<file path="src/rtl/ov7670_sccb_config.sv">
// OV7670 boot sequencer: walks an external register table and issues one
// SCCB 3-phase write (ID, reg, val) per entry, honouring delay and end markers.
module ov7670_sccb_config #(
  parameter int          CLK_FREQ_HZ  = 50_000_000,
  parameter int          SCCB_FREQ_HZ = 100_000,
  parameter logic [7:0]  DEV_ID       = 8'h42,
  parameter int          DELAY_CYCLES = 500_000,
  parameter int          GAP_QUARTERS = 4,
  parameter int          ADDR_W       = 8
) (
  input  logic              clk,
  input  logic              rst,
  input  logic              start,
  output logic [ADDR_W-1:0] rom_addr,
  input  logic [15:0]       rom_data,
  output logic              sioc,
  output logic              siod_oe,
  output logic              busy,
  output logic              done,
  output logic [ADDR_W-1:0] entry_cnt
);

  localparam int          QDIV       = CLK_FREQ_HZ / (4 * SCCB_FREQ_HZ);
  localparam int          QW         = (QDIV > 1) ? $clog2(QDIV) : 1;
  localparam logic [QW-1:0] QLAST    = QW'(QDIV - 1);
  localparam logic [31:0] GAP_LAST   = (GAP_QUARTERS > 0) ? 32'(GAP_QUARTERS - 1) : 32'd0;
  localparam logic [31:0] DELAY_LAST = (DELAY_CYCLES > 0) ? 32'(DELAY_CYCLES - 1) : 32'd0;
  localparam logic [15:0] END_MARK   = 16'hFFFF;
  localparam logic [15:0] DELAY_MARK = 16'hFFF0;

  typedef enum logic [3:0] {
    S_IDLE, S_FETCH, S_DECODE, S_START, S_BYTE, S_STOP, S_GAP, S_DELAY, S_DONE
  } state_t;

  state_t        state;
  logic [QW-1:0] qdiv_cnt;
  logic [1:0]    quarter;
  logic [4:0]    bit_idx;
  logic [26:0]   shift;
  logic [15:0]   entry;
  logic          fetch_wait;
  logic [31:0]   wait_cnt;
  logic          tick;
  logic          wait_over;

  assign tick      = (qdiv_cnt == QLAST);
  assign wait_over = (state == S_GAP)   ? (tick && wait_cnt >= GAP_LAST) :
                     (state == S_DELAY) ? (wait_cnt >= DELAY_LAST) : 1'b0;

  // NOTE: every register, including the bus pins, is updated with <= in this
  // one clocked block so each quarter's outputs appear together on one edge.
  always_ff @(posedge clk) begin
    if (rst) begin
      state      <= S_IDLE;
      sioc       <= 1'b1;
      siod_oe    <= 1'b0;
      busy       <= 1'b0;
      done       <= 1'b0;
      rom_addr   <= '0;
      entry_cnt  <= '0;
      qdiv_cnt   <= '0;
      quarter    <= '0;
      bit_idx    <= '0;
      shift      <= '0;
      entry      <= '0;
      fetch_wait <= 1'b0;
      wait_cnt   <= '0;
    end else begin
      if (state inside {S_START, S_BYTE, S_STOP, S_GAP})
        qdiv_cnt <= tick ? '0 : qdiv_cnt + QW'(1);

      case (state)
        S_IDLE, S_DONE: if (start) begin
          state      <= S_FETCH;
          rom_addr   <= '0;
          entry_cnt  <= '0;
          busy       <= 1'b1;
          done       <= 1'b0;
          fetch_wait <= 1'b1;
        end

        // The ROM answers one cycle after the address moves.
        S_FETCH: begin
          if (fetch_wait) fetch_wait <= 1'b0;
          else begin
            entry <= rom_data;
            state <= S_DECODE;
          end
        end

        S_DECODE: begin
          if (entry == END_MARK) begin
            state <= S_DONE;
            busy  <= 1'b0;
            done  <= 1'b1;
          end else if (entry == DELAY_MARK) begin
            state    <= S_DELAY;
            wait_cnt <= '0;
          end else begin
            state    <= S_START;
            qdiv_cnt <= '0;
            quarter  <= '0;
            shift    <= {DEV_ID, 1'b1, entry[15:8], 1'b1, entry[7:0], 1'b1};
            sioc     <= 1'b1;
            siod_oe  <= 1'b0;
          end
        end

        // Each case arm below sets the outputs of the quarter being entered.
        S_START: if (tick) begin
          quarter <= quarter + 2'd1;
          case (quarter)
            2'd0: siod_oe <= 1'b1;
            2'd1: sioc    <= 1'b0;
            2'd3: begin
              state   <= S_BYTE;
              bit_idx <= '0;
              siod_oe <= ~shift[26];
            end
            default: ;
          endcase
        end

        S_BYTE: if (tick) begin
          quarter <= quarter + 2'd1;
          case (quarter)
            2'd1: sioc <= 1'b1;
            2'd3: begin
              sioc <= 1'b0;
              if (bit_idx == 5'd26) begin
                state   <= S_STOP;
                siod_oe <= 1'b1;
              end else begin
                bit_idx <= bit_idx + 5'd1;
                shift   <= {shift[25:0], 1'b0};
                siod_oe <= ~shift[25];
              end
            end
            default: ;
          endcase
        end

        S_STOP: if (tick) begin
          quarter <= quarter + 2'd1;
          case (quarter)
            2'd0: sioc    <= 1'b1;
            2'd1: siod_oe <= 1'b0;
            2'd3: begin
              entry_cnt <= entry_cnt + ADDR_W'(1);
              state     <= S_GAP;
              wait_cnt  <= '0;
            end
            default: ;
          endcase
        end

        S_GAP, S_DELAY: begin
          if (wait_over) begin
            if (rom_addr == {ADDR_W{1'b1}}) begin
              state <= S_DONE;
              busy  <= 1'b0;
              done  <= 1'b1;
            end else begin
              rom_addr   <= rom_addr + ADDR_W'(1);
              state      <= S_FETCH;
              fetch_wait <= 1'b1;
            end
          end else if (state == S_DELAY || tick) begin
            wait_cnt <= wait_cnt + 32'd1;
          end
        end

        default: state <= S_IDLE;
      endcase
    end
  end

endmodule
</file>
<file path="config.mk">
export PLATFORM = sky130hd
export DESIGN_NAME = ov7670_sccb_config
export DESIGN_NICKNAME = d
export VERILOG_FILES = /design/src/rtl/ov7670_sccb_config.sv
export SDC_FILE = /design/constraint.sdc
export NUM_CORES = 1
export LEC_CHECK = 0
export ABC_AREA = 1
export BUFFER_PORTS_ARGS = -buffer_cell sky130_fd_sc_hd__buf_2
export CAP_MARGIN = 20
export CELL_PAD_IN_SITES_DETAIL_PLACEMENT = 2
export CELL_PAD_IN_SITES_GLOBAL_PLACEMENT = 2
export CORE_AREA = 2 2 125 139
export DETAILED_ROUTE_END_ITERATION = 10
export DIE_AREA = 0 0 127 141
export PLACE_DENSITY_LB_ADDON = 0.05
export SETUP_SLACK_MARGIN = 0.05
export SYNTH_ARGS = -nofsm -noshare
export SYNTH_HDL_FRONTEND = slang
export SYNTH_SLANG_ARGS = --single-unit
</file>
<file path="constraint.sdc">
create_clock -name clk -period 3.1 [get_ports clk]
set_clock_uncertainty 0.15 [all_clocks]
set_input_delay 0 -clock clk [delete_from_list [all_inputs] [get_ports clk]]
set_output_delay 0 -clock clk [all_outputs]
set_load 0.05 [all_outputs]
</file>
==> results.py, run 1 <==
metrics = {
    "timing": {
        "fin_crit_ns": 2.56,
        "setup_tns_ns": 0,
        "clock.fmax_mhz": 390,
        "setup_ws_ns": 0.538,
        "report.final.slew_viol_count": 0,
        "final-setup-viol-count": 0,
        "rsz0062_at_grt": "false",
        "finalCritPeriodShare": 0.826,
        "slew_headroom": 0.530,
        "worst_slew_pin_slew_ns": 0.704,
        "hold_viol": 0,
    },
    "power_and_ir_drop": {
        "p_per_area_mw_per_mm2": 896,
        "p_sw_mw": 2.59,
        "peakVddDrop_uv": 439,
        "p_int_mw": 3.62,
        "leakagePower_nw": 2.93,
        "swShare": 0.416,
        "p_seq_frac": 0.321,
        "power_mw": 6.21,
        "p_clk_frac": 0.327,
        "power_frac_comb": 0.352,
    },
    "critical_path": {
        "crit_slowest_cell": "dfxtp_1",
        "crit_path_end_kind": "register",
        "path_class": "register to register",
        "critPathMaxStageDelay_ns": 0.39,
        "critical_path.max_fanout": 27,
        "crit_required_ns": 3.25,
        "cp.arrival_ns": 2.71,
        "cp_top_family": "simple AND/OR/NAND/NOR gates",
        "start_kind": "register",
        "crit_chain": "inv_1 -> ha_1 -> inv_1 -> nor2_1 -> nand2_1 -> clkinv_1 -> o21ai_1 -> nand2_1 -> nand3_4 -> nand3_1 -> nand2_2 -> nor2_1",
        "path_buf_inv": 3,
    },
    "die": {
        "die_area_mm2": 0.0179,
        "rows": 50,
        "core_area_mm2": 0.0166,
        "die_w_um": 127,
        "pin_count": 39,
        "die-height_um": 141,
        "start_util": 0.349,
    },
    "finish": {
        "final_cell_mix": "nand2_1, nor2_1, dfxtp_1",
        "multi_input_area_mm2": 0.00309,
        "nets": 960,
        "drive_gt1_frac": 0.121,
        "fin_area_mm2": 0.00693,
        "num-fill-cells": 1968,
        "layout_commonest_cell": "nand2_1",
        "stdcell_count": 1152,
        "num_antenna_cells": 0,
        "area_delta_synth_final_pct": 19.4,
        "seq_area_mm2": 0.00228,
    },
    "global_routing": {
        "grt.total_usage": 0.233,
        "grt-ovfl-total": 0,
        "grt_pass1_vias": 6666,
        "grt_antenna_before_repair": 0,
        "grt_max_degree": 47,
        "grt_pass1_wl_mm": 33.5,
    },
    "routing": {
        "drc": 0,
        "dr.pass1.iters": 4,
        "num_vias": 6069,
        "ant_nets": 0,
        "avgRoutedWirePerCell_um": 17.1,
        "routed_wl_mm": 19.7,
        "drt_iter0_drc": 196,
        "avgViaCountPerCell": 5.27,
    },
    "logic_synthesis": {
        "syn_inst": 882,
        "synth-seq-cells": 114,
        "yosys_warnings": 0,
        "synth_nets": 911,
        "avgSynthCellArea_um2": 6.58,
        "yosysSeqAreaShare": 0.393,
        "netlist_area_mm2": 0.00580,
        "synth.distinct_cells": 38,
    },
    "clock_network": {
        "clkSinkCount": 114,
        "cts_buffer_depth": 2,
        "cts_tree": "done",
        "clkTransAtPathRegs_ns": 0.05,
        "root_buffer": "clkbuf_16",
        "postCtsSetupRepairBufs": 0,
        "cts_max_level": 4,
        "clk_latency_ns": 0.43,
        "cts_buffers": 17,
    },
    "placed_design": {
        "post-place-ws_ns": 0.545,
        "gp_congestion": 0.844,
        "dp.cells": 1104,
        "io_buffers": 38,
        "dpl_cell_area_mm2": 0.00617,
        "dpl.hpwl_mm": 13.9,
    },
    "min_path": {
        "hp-class": "input pin to register",
    },
    "job": {
        "cap_violations": 0,
    },
    "outcome": {
        "status": "complete, no violations",
    },
}
==> worst register-to-register path: stages, from the launching register on <==
cell and delay [ns]:
dfxtp_1 0.39, inv_1 0.09, ha_1 0.20, inv_1 0.06, nor2_1 0.05, nand2_1 0.23, clkinv_1 0.15, o21ai_1 0.09
nand2_1 0.18, nand3_4 0.31, nand3_1 0.16, nand2_2 0.29, nor2_1 0.10
==> cells in the mapped netlist, drive strengths merged <==
| library cell | instances | area share |
|---|---|---|
| dfxtp | 114 | 0.39 |
| a211oi | 3 | 0.0039 |
| nand3 | 56 | 0.052 |
| and3 | 4 | 0.0043 |
| o211ai | 2 | 0.0026 |
| buf | 18 | 0.017 |
| or2 | 5 | 0.0054 |
| clkinv | 2 | 0.0013 |
| nor4 | 4 | 0.0043 |
| o22ai | 1 | 0.0011 |
| nor3b | 9 | 0.012 |
| nand2 | 236 | 0.16 |
| xor2 | 4 | 0.0060 |
| o21bai | 1 | 0.0013 |
| nand3b | 1 | 0.0013 |
| o221ai | 1 | 0.0015 |
| nor3 | 21 | 0.021 |
| o21ai | 49 | 0.042 |
| ha | 10 | 0.022 |
| clkbuf | 14 | 0.0091 |
| nand4 | 30 | 0.033 |
| nor2 | 163 | 0.11 |
| a31oi | 4 | 0.0043 |
| a21oi | 55 | 0.047 |
| inv | 75 | 0.049 |
==> timing repair <==
| item | 4_1_cts | 5_1_grt |
|---|---|---|
| gates resized for setup | 0 | 0 |
| setup endpoints to repair | 0 | 0 |
| hold endpoints to repair | 16 | 0 |
| hold buffers | 16 | 0 |
==> cell families after synthesis <==
family / share of synthesized area
buffers and inverters: 0.0754
XOR/XNOR: 0.00604
AO/OA/AOI/OAI: 0.104
flip-flops: 0.393
AND/OR/NAND/NOR: 0.399
adder cells (fa/ha/maj): 0.0216
==> routing by layer <==
metal  vias to the layer above  global-route usage  part of all wire
met5                         -                   0                 0
met4                         0              0.0636             0.012
met3                        15              0.0463             0.026
met2                        66               0.423              0.52
met1                      3022               0.280              0.44
li1                       2966                   -                 -
==> power by group through the flow <==
| stage | combinational [mW] | clock [mW] | sequential [mW] |
|---|---|---|---|
| 3_3_place_gp | 2.04 | 0 | 1.99 |
| 3_5_place_dp | 2.16 | 0 | 2.02 |
| 2_1_floorplan | 1.48 | 0 | 2.07 |
| 5_1_grt | 2.47 | 2.13 | 2.04 |
| 6_report | 2.19 | 2.03 | 2.00 |
| 4_1_cts | 2.21 | 2.06 | 2.00 |
==> path summary, 6_finish.rpt <==
path,to,slack (ns),cells after the start,start
worst max register to register,wait_cnt[2],0.54,12,qdiv_cnt[0]
worst max-delay path,wait_cnt[2],0.54,12,qdiv_cnt[0]
worst min register to register,wait_cnt[30],0.29,2,wait_cnt[30]
worst min-delay path,wait_cnt[19],0.02,3,rst
==> sequential cells by signal, indices dropped and copies added, names as in the netlist <==
signal      flops
done            1
bit_idx         5
sioc            1
rom_addr        8
busy            1
siod_oe         1
shift          27
quarter         2
wait_cnt       32
qdiv_cnt        7
entry          16
entry_cnt       8
fetch_wait      1
state           4
==> per-stage QoR <==
stage          utilization  hold slack [ns]
2_1_floorplan            -           0.0151
3_3_place_gp         0.371            0.124
3_5_place_dp         0.371            0.139
4_1_cts              0.417          0.00524
5_1_grt              0.417           0.0301
6_report             0.417           0.0217
==> final cells by class <==
class                   count  share of cell area
repair buffers             62              0.0592
flip-flops and latches    114               0.329
clock buffers              19              0.0639
well taps                 208              0.0375
clock inverters            13              0.0231
multi-input cells         659               0.445
inverters                  77              0.0417
No activity file was read; power rests on OpenSTA's default activity.
==> run 2: changes to the inputs <==
--- a/config.mk
+++ b/config.mk
@@ -5,14 +5,14 @@
 export SDC_FILE = /design/constraint.sdc
 export NUM_CORES = 1
 export LEC_CHECK = 0
-export ABC_AREA = 1
+export ABC_AREA = 0
 export BUFFER_PORTS_ARGS = -buffer_cell sky130_fd_sc_hd__buf_2
 export CAP_MARGIN = 20
 export CELL_PAD_IN_SITES_DETAIL_PLACEMENT = 2
 export CELL_PAD_IN_SITES_GLOBAL_PLACEMENT = 2
-export CORE_AREA = 2 2 125 139
+export CORE_AREA = 2 2 127 142
 export DETAILED_ROUTE_END_ITERATION = 10
-export DIE_AREA = 0 0 127 141
+export DIE_AREA = 0 0 129 144
 export PLACE_DENSITY_LB_ADDON = 0.05
 export SETUP_SLACK_MARGIN = 0.05
 export SYNTH_ARGS = -nofsm -noshare
==> constraint.sdc (replaced) <==
create_clock -name clk -period 2.1 [get_ports clk]
set_clock_uncertainty 0.15 [all_clocks]
set_input_delay 0 -clock clk [delete_from_list [all_inputs] [get_ports clk]]
set_output_delay 0 -clock clk [all_outputs]
set_load 0.05 [all_outputs]
==> run 2 against run 1 <==
The run now ends with negative setup slack left. Via count rose by 9.6%. Clock power up 57%. Register-to-register slack worse by 1.0 ns. Sequential share of layout area decreased by 7.4 points. Design area grew 31%. Wire length is 62% higher. Critical endpoint is now shift[9]. Largest cell class unchanged.
==> results.py, run 2 <==
metrics = {
    "routing": {
        "drc": 0,
        "num_vias": 6651,
        "avgRoutedWirePerCell_um": 27.2,
        "routed_wl_mm": 32.0,
        "drt_iter0_drc": 294,
        "dr.pass1.iters": 4,
        "avgViaCountPerCell": 5.67,
        "ant_nets": 0,
    },
    "logic_synthesis": {
        "yosysSeqAreaShare": 0.424,
        "yosys.area.top_type_share": 0.424,
        "synth.distinct_cells": 59,
        "avgSynthCellArea_um2": 7.88,
        "ys.flop_type": "dfxtp_1",
        "async_reset_ff_frac": 0,
        "yosys_warnings": 0,
        "synth_edf_count": 0,
        "yosys.area_share.adder": 0.0232,
        "synth_top_family_by_area": "simple AND/OR/NAND/NOR gates",
        "synth-seq-cells": 114,
        "syn_inst": 683,
        "synthTopCellsByCount": "nand2_1, dfxtp_1, nor2_1",
        "netlist_area_mm2": 0.00539,
        "synth-xor-area-share": 0.0276,
        "yosysTopAreaCell": "dfxtp_1",
        "synth_compound_area_frac": 0.182,
        "synthSimpleGateAreaFrac": 0.306,
        "synth_most_common_cell": "nand2_1",
        "synth_nets": 712,
        "yosys-top-cells-area": "dfxtp_1, nand2_1, nor2_1, a21oi_1, nand3_1",
        "synthMuxAreaShare": 0.00186,
    },
    "outcome": {
        "violations": "negative setup slack",
        "status": "finished, violations left",
    },
    "critical_path": {
        "crit_required_ns": 2.27,
        "crit_path_end_kind": "register",
        "critical_path.max_fanout": 4,
        "cp.arrival_ns": 2.78,
        "r2r-start": "entry[3]",
        "worst_path_most_repeated_cell": "buf_4",
        "crit_chain": "or4_4 -> nor4_4 -> nor2_4 -> buf_4 -> a31oi_4 -> buf_4 -> or3_4 -> buf_4 -> nor3_1 -> nor3_1",
        "crit_start": "entry[3]",
        "r2r_cells": 10,
        "r2r_slack_ns": -0.51,
        "start_kind": "register",
        "r2r_end": "shift[9]",
        "path_class": "register to register",
        "critPathMaxStageDelay_ns": 0.54,
        "crit_slowest_cell": "or4_4",
    },
    "timing": {
        "final-setup-viol-count": 102,
        "report.final.slew_viol_count": 0,
        "hold_viol": 0,
        "clock.fmax_mhz": 383,
        "rsz0062_at_grt": "true",
        "worst_slew_pin_slew_ns": 0.852,
        "slew_headroom": 0.431,
        "setup_tns_ns": -31.82,
        "finalCritPeriodShare": 1.24,
        "setup_ws_ns": -0.511,
        "fin_crit_ns": 2.61,
    },
    "die": {
        "start_util": 0.311,
        "die_area_mm2": 0.0186,
        "core_area_mm2": 0.0173,
        "die_w_um": 129,
        "die-height_um": 144,
        "pin_count": 39,
        "rows": 51,
    },
    "power_and_ir_drop": {
        "peakVddDrop_uv": 703,
        "p_per_area_mw_per_mm2": 1110,
        "leakagePower_nw": 3.60,
    },
    "finish": {
        "num-fill-cells": 1796,
        "final_cell_mix": "buf_4, nand2_1, dfxtp_1",
        "drive_gt1_frac": 0.447,
        "largestRegisters": "wait_cnt (32), shift (27), entry (16)",
        "largest_register_ffs": 32,
        "stdcell_count": 1173,
        "area_delta_synth_final_pct": 68.3,
        "nets": 951,
        "layout_commonest_cell": "buf_4",
        "num_antenna_cells": 0,
        "regMostFlops": "wait_cnt",
    },
    "placed_design": {
        "dp.cells": 1081,
        "gp_congestion": 0.872,
        "io_buffers": 38,
        "post-place-ws_ns": -0.468,
        "dpl.hpwl_mm": 15.0,
    },
    "global_routing": {
        "grt-ovfl-total": 0,
        "grt_antenna_before_repair": 0,
        "grt_pass1_wl_mm": 38.1,
        "grt_pass1_vias": 6957,
        "grt.total_usage": 0.268,
        "grt_max_degree": 77,
    },
    "clock_network": {
        "cts_buffer_depth": 2,
        "cts_tree": "done",
        "clkTransAtPathRegs_ns": 0.06,
        "clkSinkCount": 114,
        "cts_max_level": 4,
        "clk_latency_ns": 0.45,
        "root_buffer": "clkbuf_16",
        "cts_buffers": 17,
    },
    "min_path": {
        "hp-class": "input pin to register",
        "whs_endpoint": "entry[13]",
        "min_from": "rom_data[13]",
        "hold_depth": 4,
    },
    "job": {
        "cap_violations": 0,
    },
}
==> run 2: worst max-delay path: cells and delay by family, from the launching register on <==
family	cells	cell delay [ns]
buf+inv	3	0.44
simple gates	6	1.39
compound gates	1	0.18
flops	1	0.33
==> run 2: power breakdown <==
group | total (mW) | internal (mW) | leakage [nW] | switching (mW)
clock | 3.18 | 2.01 | 0.290 | 1.17
combinational | 4.18 | 1.78 | 2.38 | 2.40
sequential | 2.70 | 2.44 | 0.934 | 0.255
==> run 2: what timing repair did <==
item / CTS / global route
endpoints found under the hold margin: 44 / 0
pin swaps: 39 / 45
buffers inserted: 21 / 24
cloned: 1 / 3
endpoints found under the setup margin: 94 / 98
hold buffers: 18 / 0
gates resized for setup: 120 / 113
==> run 2: metrics by stage <==
step	util	area, um^2	hold slack (ns)	total power, mW
final	0.524	9060	0.205	10.1
after global routing	0.524	9060	0.213	10.4
after CTS	0.487	8420	0.197	9.09
after detailed placement	0.407	7040	0.101	5.47
after global placement	0.407	7040	0.0914	5.32
after floorplan	-	5520	-0.0216	4.19
==> run 2: cells by family (layout without fill, tap and decap cells) <==
logic type      count (synthesis)  count (layout)
mux                             1               1
flops                         114             114
xor+xnor                       17              17
compound gates                149             149
fa+ha+maj                      10              10
simple gates                  345             345
buf+inv                        47             299
==> run 2: layout make-up <==
| cell class | instances | area (um^2) | area share |
|---|---|---|---|
| Timing Repair Buffer | 253 | 2080 | 0.229 |
| Inverter | 14 | 52.6 | 0.00580 |
| Clock buffer | 22 | 454 | 0.0501 |
| Clock inverter | 10 | 158 | 0.0174 |
| Tap cell | 238 | 298 | 0.0329 |
| Multi-Input combinational cell | 522 | 3710 | 0.409 |
| Sequential cell | 114 | 2320 | 0.256 |
==> run 2: layer usage <==
layer	up-vias	GRT usage	wire length [um]	part of all wire
met3	116	0.0518	904	0.028
li1	2907	-	-	-
met2	215	0.497	17400	0.55
met1	3413	0.293	11900	0.37
met4	0	0.122	1740	0.054
met5	-	0	0	0
==> run 2: how the worst max path moves through the flow <==
stage	endpoint	slack (ns)	depth (start not counted)
finish	shift[9]	-0.51	10
global route	shift[9]	-0.61	10
global placement	shift[20]	-0.44	9
floorplan	wait_cnt[15]	-0.14	8
CTS	wait_cnt[2]	-0.31	8
detailed placement	shift[20]	-0.47	9
==> run 3: changes to the inputs <==
==> constraint.sdc (replaced) <==
create_clock -name clk -period 2.1 [get_ports clk]
set_clock_uncertainty 0.15 [all_clocks]
set_input_delay 0 -clock clk [delete_from_list [all_inputs] [get_ports clk]]
set_output_delay 0 -clock clk [all_outputs]
set_load 0.01 [all_outputs]
==> run 3 against run 2 <==
The flow still finishes with violations (negative setup slack). Sequential share of layout area is 0.48 points higher. Via count fell by 1.8%. Hold slack got worse by 0.014 ns. Fmax down 2.4%. Global-route usage increased by 2.3 points. Cell count decreased by 0.51%. Non-clock buffer count shrank 3. Sequential cell count unchanged.
==> results.py, run 3 (same netlist as run 2, synthesis figures left out) <==
metrics = {
    "power_and_ir_drop": {
        "p_seq_frac": 0.269,
        "p_int_mw": 6.22,
        "p_sw_mw": 3.71,
        "p_per_area_mw_per_mm2": 1120,
        "swShare": 0.374,
        "p_clk_frac": 0.321,
        "power_frac_comb": 0.411,
        "peakVddDrop_uv": 786,
        "leakagePower_nw": 3.52,
    },
    "min_path": {
        "whs_endpoint": "entry[0]",
        "hp-class": "input pin to register",
        "hold_depth": 4,
        "min_from": "rom_data[0]",
    },
    "die": {
        "die-height_um": 144,
        "start_util": 0.311,
        "die_area_mm2": 0.0186,
        "core_area_mm2": 0.0173,
        "die_w_um": 129,
        "pin_count": 39,
        "rows": 51,
    },
    "outcome": {
        "status": "finished, violations left",
        "violations": "negative setup slack",
    },
    "critical_path": {
        "cp.arrival_ns": 2.88,
        "crit_path_end_kind": "register",
        "r2r-start": "entry[0]",
        "r2r_end": "wait_cnt[4]",
        "crit_required_ns": 2.30,
        "crit_start": "entry[0]",
        "critical_path.max_fanout": 9,
        "r2r_slack_ns": -0.57,
        "r2r_cells": 8,
        "path_class": "register to register",
        "start_kind": "register",
    },
    "routing": {
        "routed_wl_mm": 31.1,
        "drt_iter0_drc": 359,
        "avgRoutedWirePerCell_um": 26.7,
        "avgViaCountPerCell": 5.59,
        "num_vias": 6528,
        "ant_nets": 0,
        "dr.pass1.iters": 5,
        "drc": 0,
    },
    "timing": {
        "report.final.slew_viol_count": 0,
        "worst_slew_pin_slew_ns": 0.568,
        "slew_headroom": 0.618,
        "fin_crit_ns": 2.67,
        "hold_viol": 0,
        "rsz0062_at_grt": "true",
        "clock.fmax_mhz": 374,
        "final-setup-viol-count": 96,
        "setup_tns_ns": -34.35,
        "finalCritPeriodShare": 1.27,
        "setup_ws_ns": -0.575,
    },
    "global_routing": {
        "grt-ovfl-total": 0,
        "grt_max_degree": 77,
        "grt_antenna_before_repair": 0,
        "grt_pass1_wl_mm": 40.8,
        "grt_pass1_vias": 7037,
        "grt.total_usage": 0.291,
    },
    "finish": {
        "final_cell_mix": "buf_4, nand2_1, dfxtp_1",
        "stdcell_count": 1167,
        "largest_register_ffs": 32,
        "nets": 948,
        "num_antenna_cells": 0,
        "final_core_util": 0.512,
        "largestRegisters": "wait_cnt (32), shift (27), entry (16)",
        "drive_gt1_frac": 0.416,
        "regMostFlops": "wait_cnt",
        "layout_commonest_cell": "buf_4",
        "area_delta_synth_final_pct": 64.5,
    },
    "job": {
        "cap_violations": 0,
    },
    "placed_design": {
        "post-place-ws_ns": -0.352,
        "dpl.hpwl_mm": 15.0,
        "gp_congestion": 0.797,
        "dp.cells": 1085,
        "io_buffers": 38,
    },
    "clock_network": {
        "cts_buffers": 17,
        "clk_latency_ns": 0.45,
        "root_buffer": "clkbuf_16",
        "cts_max_level": 4,
        "clkTransAtPathRegs_ns": 0.06,
        "cts_buffer_depth": 2,
        "cts_tree": "done",
        "clkSinkCount": 114,
    },
}
==> run 3: changes by cell type in the layout (fill, tap and decap cells not counted), moves of 5 or more <==
cell     before  now
buf_6        39   23
nor2_1       69   74
buf_4       152  164
nand2_1     103  109
==> run 3: layout make-up <==
class	count	area [um^2]
fillers	1805	8440
multi-input cells	522	3600
flip-flops and latches	114	2310
repair buffers	250	2010
clock buffers	23	468
well taps	238	298
clock inverters	6	130
inverters	14	52.6
==> run 3: worst max-delay path by stage <==
stage          depth (start not counted)            to  slack [ns]
6_report                               8   wait_cnt[4]       -0.57
5_1_grt                                9   wait_cnt[4]       -0.63
4_1_cts                                7   wait_cnt[7]       -0.41
3_5_place_dp                          10  wait_cnt[15]       -0.35
3_3_place_gp                           8  wait_cnt[16]       -0.23
2_1_floorplan                          8  wait_cnt[15]       -0.14
==> run 3: through the flow <==
stage	power [mW]	hold slack (ns)	instance area, um^2
floorplan	4.06	-0.0216	5520
global placement	5.23	0.0899	7070
detailed placement	5.38	0.0989	7070
CTS	8.99	0.194	8410
global route	10.2	0.202	8860
finish	9.94	0.190	8860
==> run 3: repair_timing <==
action	CTS	global route
hold buffers	18	0
endpoints found under the hold margin	44	0
cloned	0	2
gates resized for setup	117	66
buffers inserted	19	19
pin swaps	34	32
endpoints found under the setup margin	95	114
==> run 3: power by group through the flow <==
stage / clock network (mW) / logic (mW) / registers (mW)
2_1_floorplan: 0 / 1.42 / 2.65
3_3_place_gp: 0 / 2.60 / 2.63
3_5_place_dp: 0 / 2.73 / 2.65
4_1_cts: 3.11 / 3.25 / 2.63
5_1_grt: 3.28 / 4.26 / 2.68
6_report: 3.19 / 4.08 / 2.67
==> run 3: critical path, cell delays in order (launching register included) <==
cell and delay (ns):
dfxtp_2 0.32, or4_4 0.54, nor4_4 0.23, nor2_4 0.14
a211o_1 0.34, a211oi_4 0.27, buf_6 0.20, nand3b_1 0.14
a21oi_2 0.24
==> run 3: per-layer routing <==
metal  vias to the layer above  part of all wire  global-route usage
met5                         -                 0                   0
met4                         0             0.062               0.161
met3                       117             0.031              0.0477
met2                       213              0.54               0.545
met1                      3294              0.37               0.308
li1                       2904                 -                   -
